==> src/rtl/fir_mac_sequencer.sv <==
// ============================================================================
//  Module   : fir_mac_sequencer
//  Brief    : Tap/channel control sequencer for a time-multiplexed FIR MAC.
//             Optional macro FIRSEQ_DEBUG_COUNT_EN adds an 8-bit cycle counter.
//  Revision : 1.0  initial release
// ============================================================================
`timescale 1ns/1ps
`default_nettype none

module fir_mac_sequencer #(
    parameter int NTAPS  = 16,
    parameter int CSEL_W = 4,
    parameter int NCH    = 2,
    parameter int CH_W   = 1
) (
    input  logic              Clock,
    input  logic              GlobalReset,
    input  logic              srdyi,
    output logic [CSEL_W-1:0] coeff_sel,
    output logic [CH_W-1:0]   ch_sel,
    output logic              sum_rst,
    output logic              sum_en,
    output logic              srdyo,
    output logic [CH_W-1:0]   srdyo_ch,
    output logic              busy,
    output logic              overrun
`ifdef FIRSEQ_DEBUG_COUNT_EN
    ,
    output logic [7:0]        count
`endif
);

    localparam logic [0:0]        c_st_idle  = 1'b0;
    localparam logic [0:0]        c_st_run   = 1'b1;
    localparam logic [CSEL_W-1:0] c_last_tap = CSEL_W'(NTAPS - 1);
    localparam logic [CH_W-1:0]   c_last_ch  = CH_W'(NCH - 1);

    logic [0:0]        r_state;
    logic [CSEL_W-1:0] r_tap;
    logic [CH_W-1:0]   r_ch;
    logic              r_pending;
    logic              r_overrun;
    logic              r_sum_rst;
    logic              r_srdyo;
    logic [CH_W-1:0]   r_srdyo_ch;

    logic              w_run;
    logic              w_tap_wrap;
    logic              w_last;
    logic              w_start;
    logic              w_run_nxt;
    logic [CSEL_W-1:0] w_tap_nxt;
    logic [CH_W-1:0]   w_ch_nxt;

    always_comb begin
        w_run      = (r_state == c_st_run);
        w_tap_wrap = w_run && (r_tap == c_last_tap);
        w_last     = w_tap_wrap && (r_ch == c_last_ch);
        // A frame begins from IDLE or seamlessly from the last cycle of the previous one
        w_start    = ((r_state == c_st_idle) && srdyi) || (w_last && (r_pending || srdyi));
        w_run_nxt  = w_start || (w_run && !w_last);
        w_tap_nxt  = r_tap + CSEL_W'(1);
        w_ch_nxt   = r_ch;
        if (w_start || w_tap_wrap) begin
            w_tap_nxt = '0;
        end
        if (w_start) begin
            w_ch_nxt = '0;
        end else if (w_tap_wrap) begin
            w_ch_nxt = r_ch + CH_W'(1);
        end
    end

    always_ff @(posedge Clock) begin
        if (GlobalReset) begin
            r_state    <= c_st_idle;
            r_tap      <= '0;
            r_ch       <= '0;
            r_pending  <= 1'b0;
            r_overrun  <= 1'b0;
            r_sum_rst  <= 1'b0;
            r_srdyo    <= 1'b0;
            r_srdyo_ch <= '0;
        end else begin
            r_state    <= w_run_nxt ? c_st_run : c_st_idle;
            r_tap      <= w_run_nxt ? w_tap_nxt : '0;
            r_ch       <= w_run_nxt ? w_ch_nxt : '0;
            r_sum_rst  <= w_run_nxt && (w_tap_nxt == '0);
            r_srdyo    <= w_tap_wrap;
            r_srdyo_ch <= w_tap_wrap ? r_ch : '0;
            if (w_last) begin
                r_pending <= r_pending && srdyi;
            end else if (w_run && srdyi) begin
                if (r_pending) begin
                    r_overrun <= 1'b1;
                end else begin
                    r_pending <= 1'b1;
                end
            end
        end
    end

    // Tap and channel registers idle at zero, so they drive the selects directly
    assign coeff_sel = r_tap;
    assign ch_sel    = r_ch;
    assign sum_rst   = r_sum_rst;
    assign sum_en    = r_state;
    assign busy      = r_state;
    assign srdyo     = r_srdyo;
    assign srdyo_ch  = r_srdyo_ch;
    assign overrun   = r_overrun;

`ifdef FIRSEQ_DEBUG_COUNT_EN
    logic [7:0] r_count;

    always_ff @(posedge Clock) begin
        if (GlobalReset || w_start) begin
            r_count <= 8'd0;
        end else if (r_count != 8'hFF) begin
            r_count <= r_count + 8'd1;
        end
    end

    assign count = r_count;
`endif

endmodule

`default_nettype wire

==> config.mk <==
export PLATFORM = sky130hd
export DESIGN_NAME = fir_mac_sequencer
export DESIGN_NICKNAME = d
export VERILOG_FILES = /design/src/rtl/fir_mac_sequencer.sv
export SDC_FILE = /design/constraint.sdc
export NUM_CORES = 1
export LEC_CHECK = 0
export ABC_AREA = 1
export CORE_AREA = 2 2 39 41
export DETAILED_ROUTE_END_ITERATION = 16
export DIE_AREA = 0 0 41 43
export GPL_TIMING_DRIVEN = 0
export PLACE_DENSITY_LB_ADDON = 0.3
export SKIP_LAST_GASP = 1
export SLEW_MARGIN = 5
export SYNTH_ARGS = -nofsm -noshare
export SYNTH_HDL_FRONTEND = slang
export SYNTH_SLANG_ARGS = --single-unit
==> constraint.sdc <==
create_clock -name Clock -period 1.6 [get_ports Clock]
set_input_delay 0.24 -clock Clock [delete_from_list [all_inputs] [get_ports Clock]]
set_output_delay 0.24 -clock Clock [all_outputs]
set_load 0.005 [all_outputs]
## After elaboration in Yosys (flattened, before gate mapping)

Index checks and enable logic that the tools add are counted.

- Bits in registers: 11
- Input port bits: 3
- Word-level logic and storage cells: 38

- $add $sub $neg: 2
- Equal/unequal tests: 1
- Muxes and demuxes: 4
- Bitwise operators: 4
- Reduce and logical (&&, ||, !) cells: 19

Operators by type and width:

| cell | count |
|---|---|
| $logic_and 1x1->1 | 8 |
| $add 4x1->4 const B | 1 |
| $eq 4x4->1 const B | 1 |
| $logic_not 4->1 | 1 |
| $logic_or 1x1->1 | 4 |
| $mux 4 | 1 |
| $not 1->1 | 4 |
| $reduce_or 2->1 | 2 |
| $mux 1 | 3 |
| $reduce_and 3->1 | 1 |
| $reduce_or 3->1 | 1 |
| $reduce_bool 2->1 | 1 |
| $add 1x1->1 const B | 1 |
| $logic_not 1->1 | 1 |

## Logic depth before layout (Yosys ltp)

- Word-level depth: 9
- Mapped depth: 9

## Worst setup path after synthesis

OpenSTA, ideal clock, no wires.

- Path type: reg-to-reg
- Start point: register r_tap[0] (netlist: coeff_sel[0])
- End point: register r_sum_rst (netlist: sum_rst)
- Library setup time: 0.062 ns
- Data arrival time: 1.220 ns
- Setup slack: 0.319 ns
- Cell stages (with the launch flop): 10
- Period minus slack after synthesis: 1.281 ns
- Cell sequence: dfxtp_1 ha_1 nand2_2 nor2_4 nand2_2 nand2_2 nand2_2 nand3_1 nand3_2 nor2_2

- Word-level cells in the longest chain between the ends: 9
- Elaborated cells between the ends (all ways): 13
- Those cells by class: add/sub (1); eq/ne (1); mux (1); reduce/logical (10)

Ends and longest elaborated chain:

| what | RTL line | source |
|---|---|---|
| start, declared | 39 | `logic [CSEL_W-1:0] r_tap;` |
| start signal, assigned | 86 | `r_tap <= w_run_nxt ? w_tap_nxt : '0;` |
| $eq 4x4->1 | 57 | `w_tap_wrap = w_run && (r_tap == c_last_tap);` |
| $logic_and 1x1->1 | 57 |  |
| $logic_and 1x1->1 | 58 | `w_last = w_tap_wrap && (r_ch == c_last_ch);` |
| $logic_and 1x1->1 | 60 | `w_start = ((r_state == c_st_idle) && srdyi) \|\| (w_last && (r_pending \|\| srdyi));` |
| $logic_or 1x1->1 | 60 |  |
| $logic_or 1x1->1 | 64 | `if (w_start \|\| w_tap_wrap) begin` |
| $mux 4 | 64 |  |
| $logic_not 4->1 | 88 | `r_sum_rst <= w_run_nxt && (w_tap_nxt == '0);` |
| $logic_and 1x1->1 (*) | 88 |  |
| end signal, assigned | 88 |  |
| end, declared | 43 | `logic r_sum_rst;` |

Every way passes the cells marked *; elsewhere a longest branch is shown, timed or not.
A chain may end at the register's enable or synchronous reset.

## Final worst setup path

- Start point: register r_state (netlist: busy)
- End point: output port sum_en

RTL lines:

| what | RTL line | source |
|---|---|---|
| start, declared | 38 | `logic [0:0] r_state;` |
| start signal, assigned | 76 | `r_state <= c_st_idle;` |
| start signal, assigned | 85 | `r_state <= w_run_nxt ? c_st_run : c_st_idle;` |
| end, declared | 22 | `output logic sum_en,` |

No word-level cell between the ends.

==> flow_metrics.tcl <==
set metrics [dict create \
    outcome "finished clean" \
    drtIter0Drc 1 \
    worstPathRequired_ns 1.36 \
    rsz0062_at_grt "false" \
    finalNonFillerCells 91 \
    ys_async_sr_fraction_pct 0 \
    ios 14 \
    r2r_end "sum_rst" \
    synth_edf_count 0 \
    synth.cell_area_um2 477 \
    layout_setup_ws_ns 0.0878 \
    worst_pin_slew_ns 0.220 \
    p_leak_nw 0.273 \
    synth_top_cell_area_share_pct 46.2 \
    dp_slack_ns 0.0946 \
    drc 0 \
    startpoint_type "flop" \
    cts-hold-fix-buffers 0 \
    grt_pass1_wl_um 1440 \
    core_area_um2 1380 \
    dieArea_um2 1760 \
    wl_per_cell_um 9.80 \
    skew_ns 0.00258 \
    place_inst 87 \
    gp_congestion 0.662 \
    min_path_type "reg -> reg" \
    finalNetCount 80 \
    hold_end "overrun" \
    synth-warning-count 0 \
    wirelength_um 892 \
    rrSetupSlack_ns 0.18 \
    worstSetupPathType "reg -> out" \
    ys.flop_type "dfxtp_1" \
    synth-seq-cells 11 \
    end_kind "output port" \
    vdd_drop_max_mv 0.427 \
    clk_pin_slew_ns 0.06 \
    clock-sinks 11 \
    initial_core_util_pct 34.4 \
    n_antenna_cell 0 \
    cts_tree "yes" \
    synth_common_cells "11 x dfxtp_1, 7 x inv_1, 7 x nand3_1, 7 x nor2_1" \
    yosys-top-cells-area "dfxtp_1 46%, nand3_1 7.3%, nand2_2 6.6%, inv_1 5.5%, nor2_1 5.5%" \
    die-width_um 41 \
    grt_pass1_vias 364 \
    die_h_um 43 \
    syn_inst 58 \
    grt_overflow 0 \
    p_comb_share_pct 13.1 \
    crit_fanout 5 \
    r2r-start "coeff_sel[0]" \
    yosysTopAreaCell "dfxtp_1" \
    fp-row-count 14 \
    cp_cell_sequence "buf_4, clkdlybuf4s50_1" \
    post-route-util_pct 47.2 \
    syn_avg_cell_area_um2 8.22 \
    root_buffer "clkbuf_4" \
    worstPathArrival_ns 1.27 \
    io_buffers 13 \
    cts_buffer_depth 2 \
    crit_cells 2 \
    worst_path_max_delay_cell "clkdlybuf4s50_1" \
    power.density_nw_per_um2 835 \
    grt_max_degree 7 \
    max_freq_ghz 0.661 \
    hold_path_depth 1 \
    slew_viol_final 0 \
    ys_seq_area_share_pct 46.2 \
    rr_worst_depth 8 \
    finalHoldViolCount 0 \
    htreeDepth 1 \
    post-cts-setup-buffer-count 0 \
    areaGrowthSynthToFinish_pct 37.0 \
    setup_viol 0 \
    seqPwrFrac_pct 53.2 \
    cts_buffers 3 \
    hp-start "overrun" \
    power_frac_clock_pct 33.7 \
    path_buf_inv 2 \
    cp_top_family "buffers and inverters" \
    cell_internal_pwr_w 0.000418 \
    synth.distinct_cells 21 \
    viasPerCell 4.55 \
    final.setup.tns_ns 0 \
    clock_latency_ns 0.26 \
    drtPass1Iterations 2 \
    dp.final_hpwl_um 671 \
    drive_gt1_share_pct 21.3 \
    sw_frac_of_total_pct 23.4 \
    yosysMostFrequentCell "dfxtp_1" \
    cap_viol_max_count 0 \
    max_slew_margin_pct 85.2 \
    fin_crit_ns 1.51 \
    cp_slowest_stage_delay_ns 0.48 \
    cts_resized 0 \
    antenna_found_initial 0 \
    grt_usage_pct 12.4 \
    drtAntennaViolNets 0 \
    fin_crit_sh_pct 94.5 \
    synth_nets 62 \
    p_sw_w 0.000128 \
    routed-via-count 414 \
]
final cells by class:
cell class | count | area [um^2]
inverters | 8 | 30.0
clock buffers | 4 | 26.3
plain buffers | 1 | 7.51
multi-input cells | 38 | 219
flip-flops and latches | 11 | 220
repair buffers | 13 | 130
fillers | 152 | 731
well taps | 16 | 20.0
sequential cells by signal, summed over array words and instances, names as in the netlist:
signal and cells:
r_pending 1, overrun 1, sum_rst 1, srdyo 1
srdyo_ch 1, busy 1, coeff_sel 4, ch_sel 1
logic make-up (layout without fill, tap and decap cells):
group | after synthesis | after routing | synth area share [%]
compound gates | 4 | 4 | 5.25
simple gates | 33 | 33 | 38.1
buf+inv | 9 | 26 | 7.87
fa+ha+maj | 1 | 1 | 2.62
flops | 11 | 11 | 46.2
layer usage:
metal  vias to the layer above  routed length (um)  global-route usage (%)
met4                         0                   8                    10.0
met1                       183                 408                    14.7
met5                         -                   0                       0
li1                        219                   -                       -
met3                         2                  55                    3.14
met2                        10                 420                    17.8
worst max path at each step:
| stage | slack, ns | endpoint | from |
|---|---|---|---|
| detailed placement | 0.09 | sum_rst | srdyi |
| finish | 0.09 | sum_en | busy |
| global placement | 0.08 | sum_rst | srdyi |
| CTS | 0.06 | sum_en | busy |
| floorplan | 0.32 | sum_rst | coeff_sel[0] |
| global route | 0.002 | sum_en | busy |
power groups by stage:
stage	Combinational [W]	Clock, W	Sequential (W)
3_5_place_dp	0.0000717	0	0.000297
4_1_cts	0.0000725	0.000199	0.000291
3_3_place_gp	0.0000715	0	0.000297
6_report	0.0000713	0.000184	0.000290
2_1_floorplan	0.0000402	0	0.000296
5_1_grt	0.0000791	0.000208	0.000292
metrics by stage:
step | total power, W | hold slack, ns | cell area, um^2
after floorplan | 0.000337 | 0.312 | 477
after global placement | 0.000369 | 0.450 | 627
after detailed placement | 0.000369 | 0.452 | 627
after CTS | 0.000562 | 0.468 | 653
after global routing | 0.000579 | 0.490 | 653
final | 0.000546 | 0.462 | 653
cell usage in the layout (no fill, tap or decap), types with 2 or more instances in the layout:
cell type / count
nand2_1: 5
nor2_1: 7
nor3_1: 2
nand3_1: 7
dfxtp_1: 11
inv_1: 7
clkbuf_4: 3
clkdlybuf4s50_1: 13
nand2_2: 5
Power figures use the tool's default switching activity.
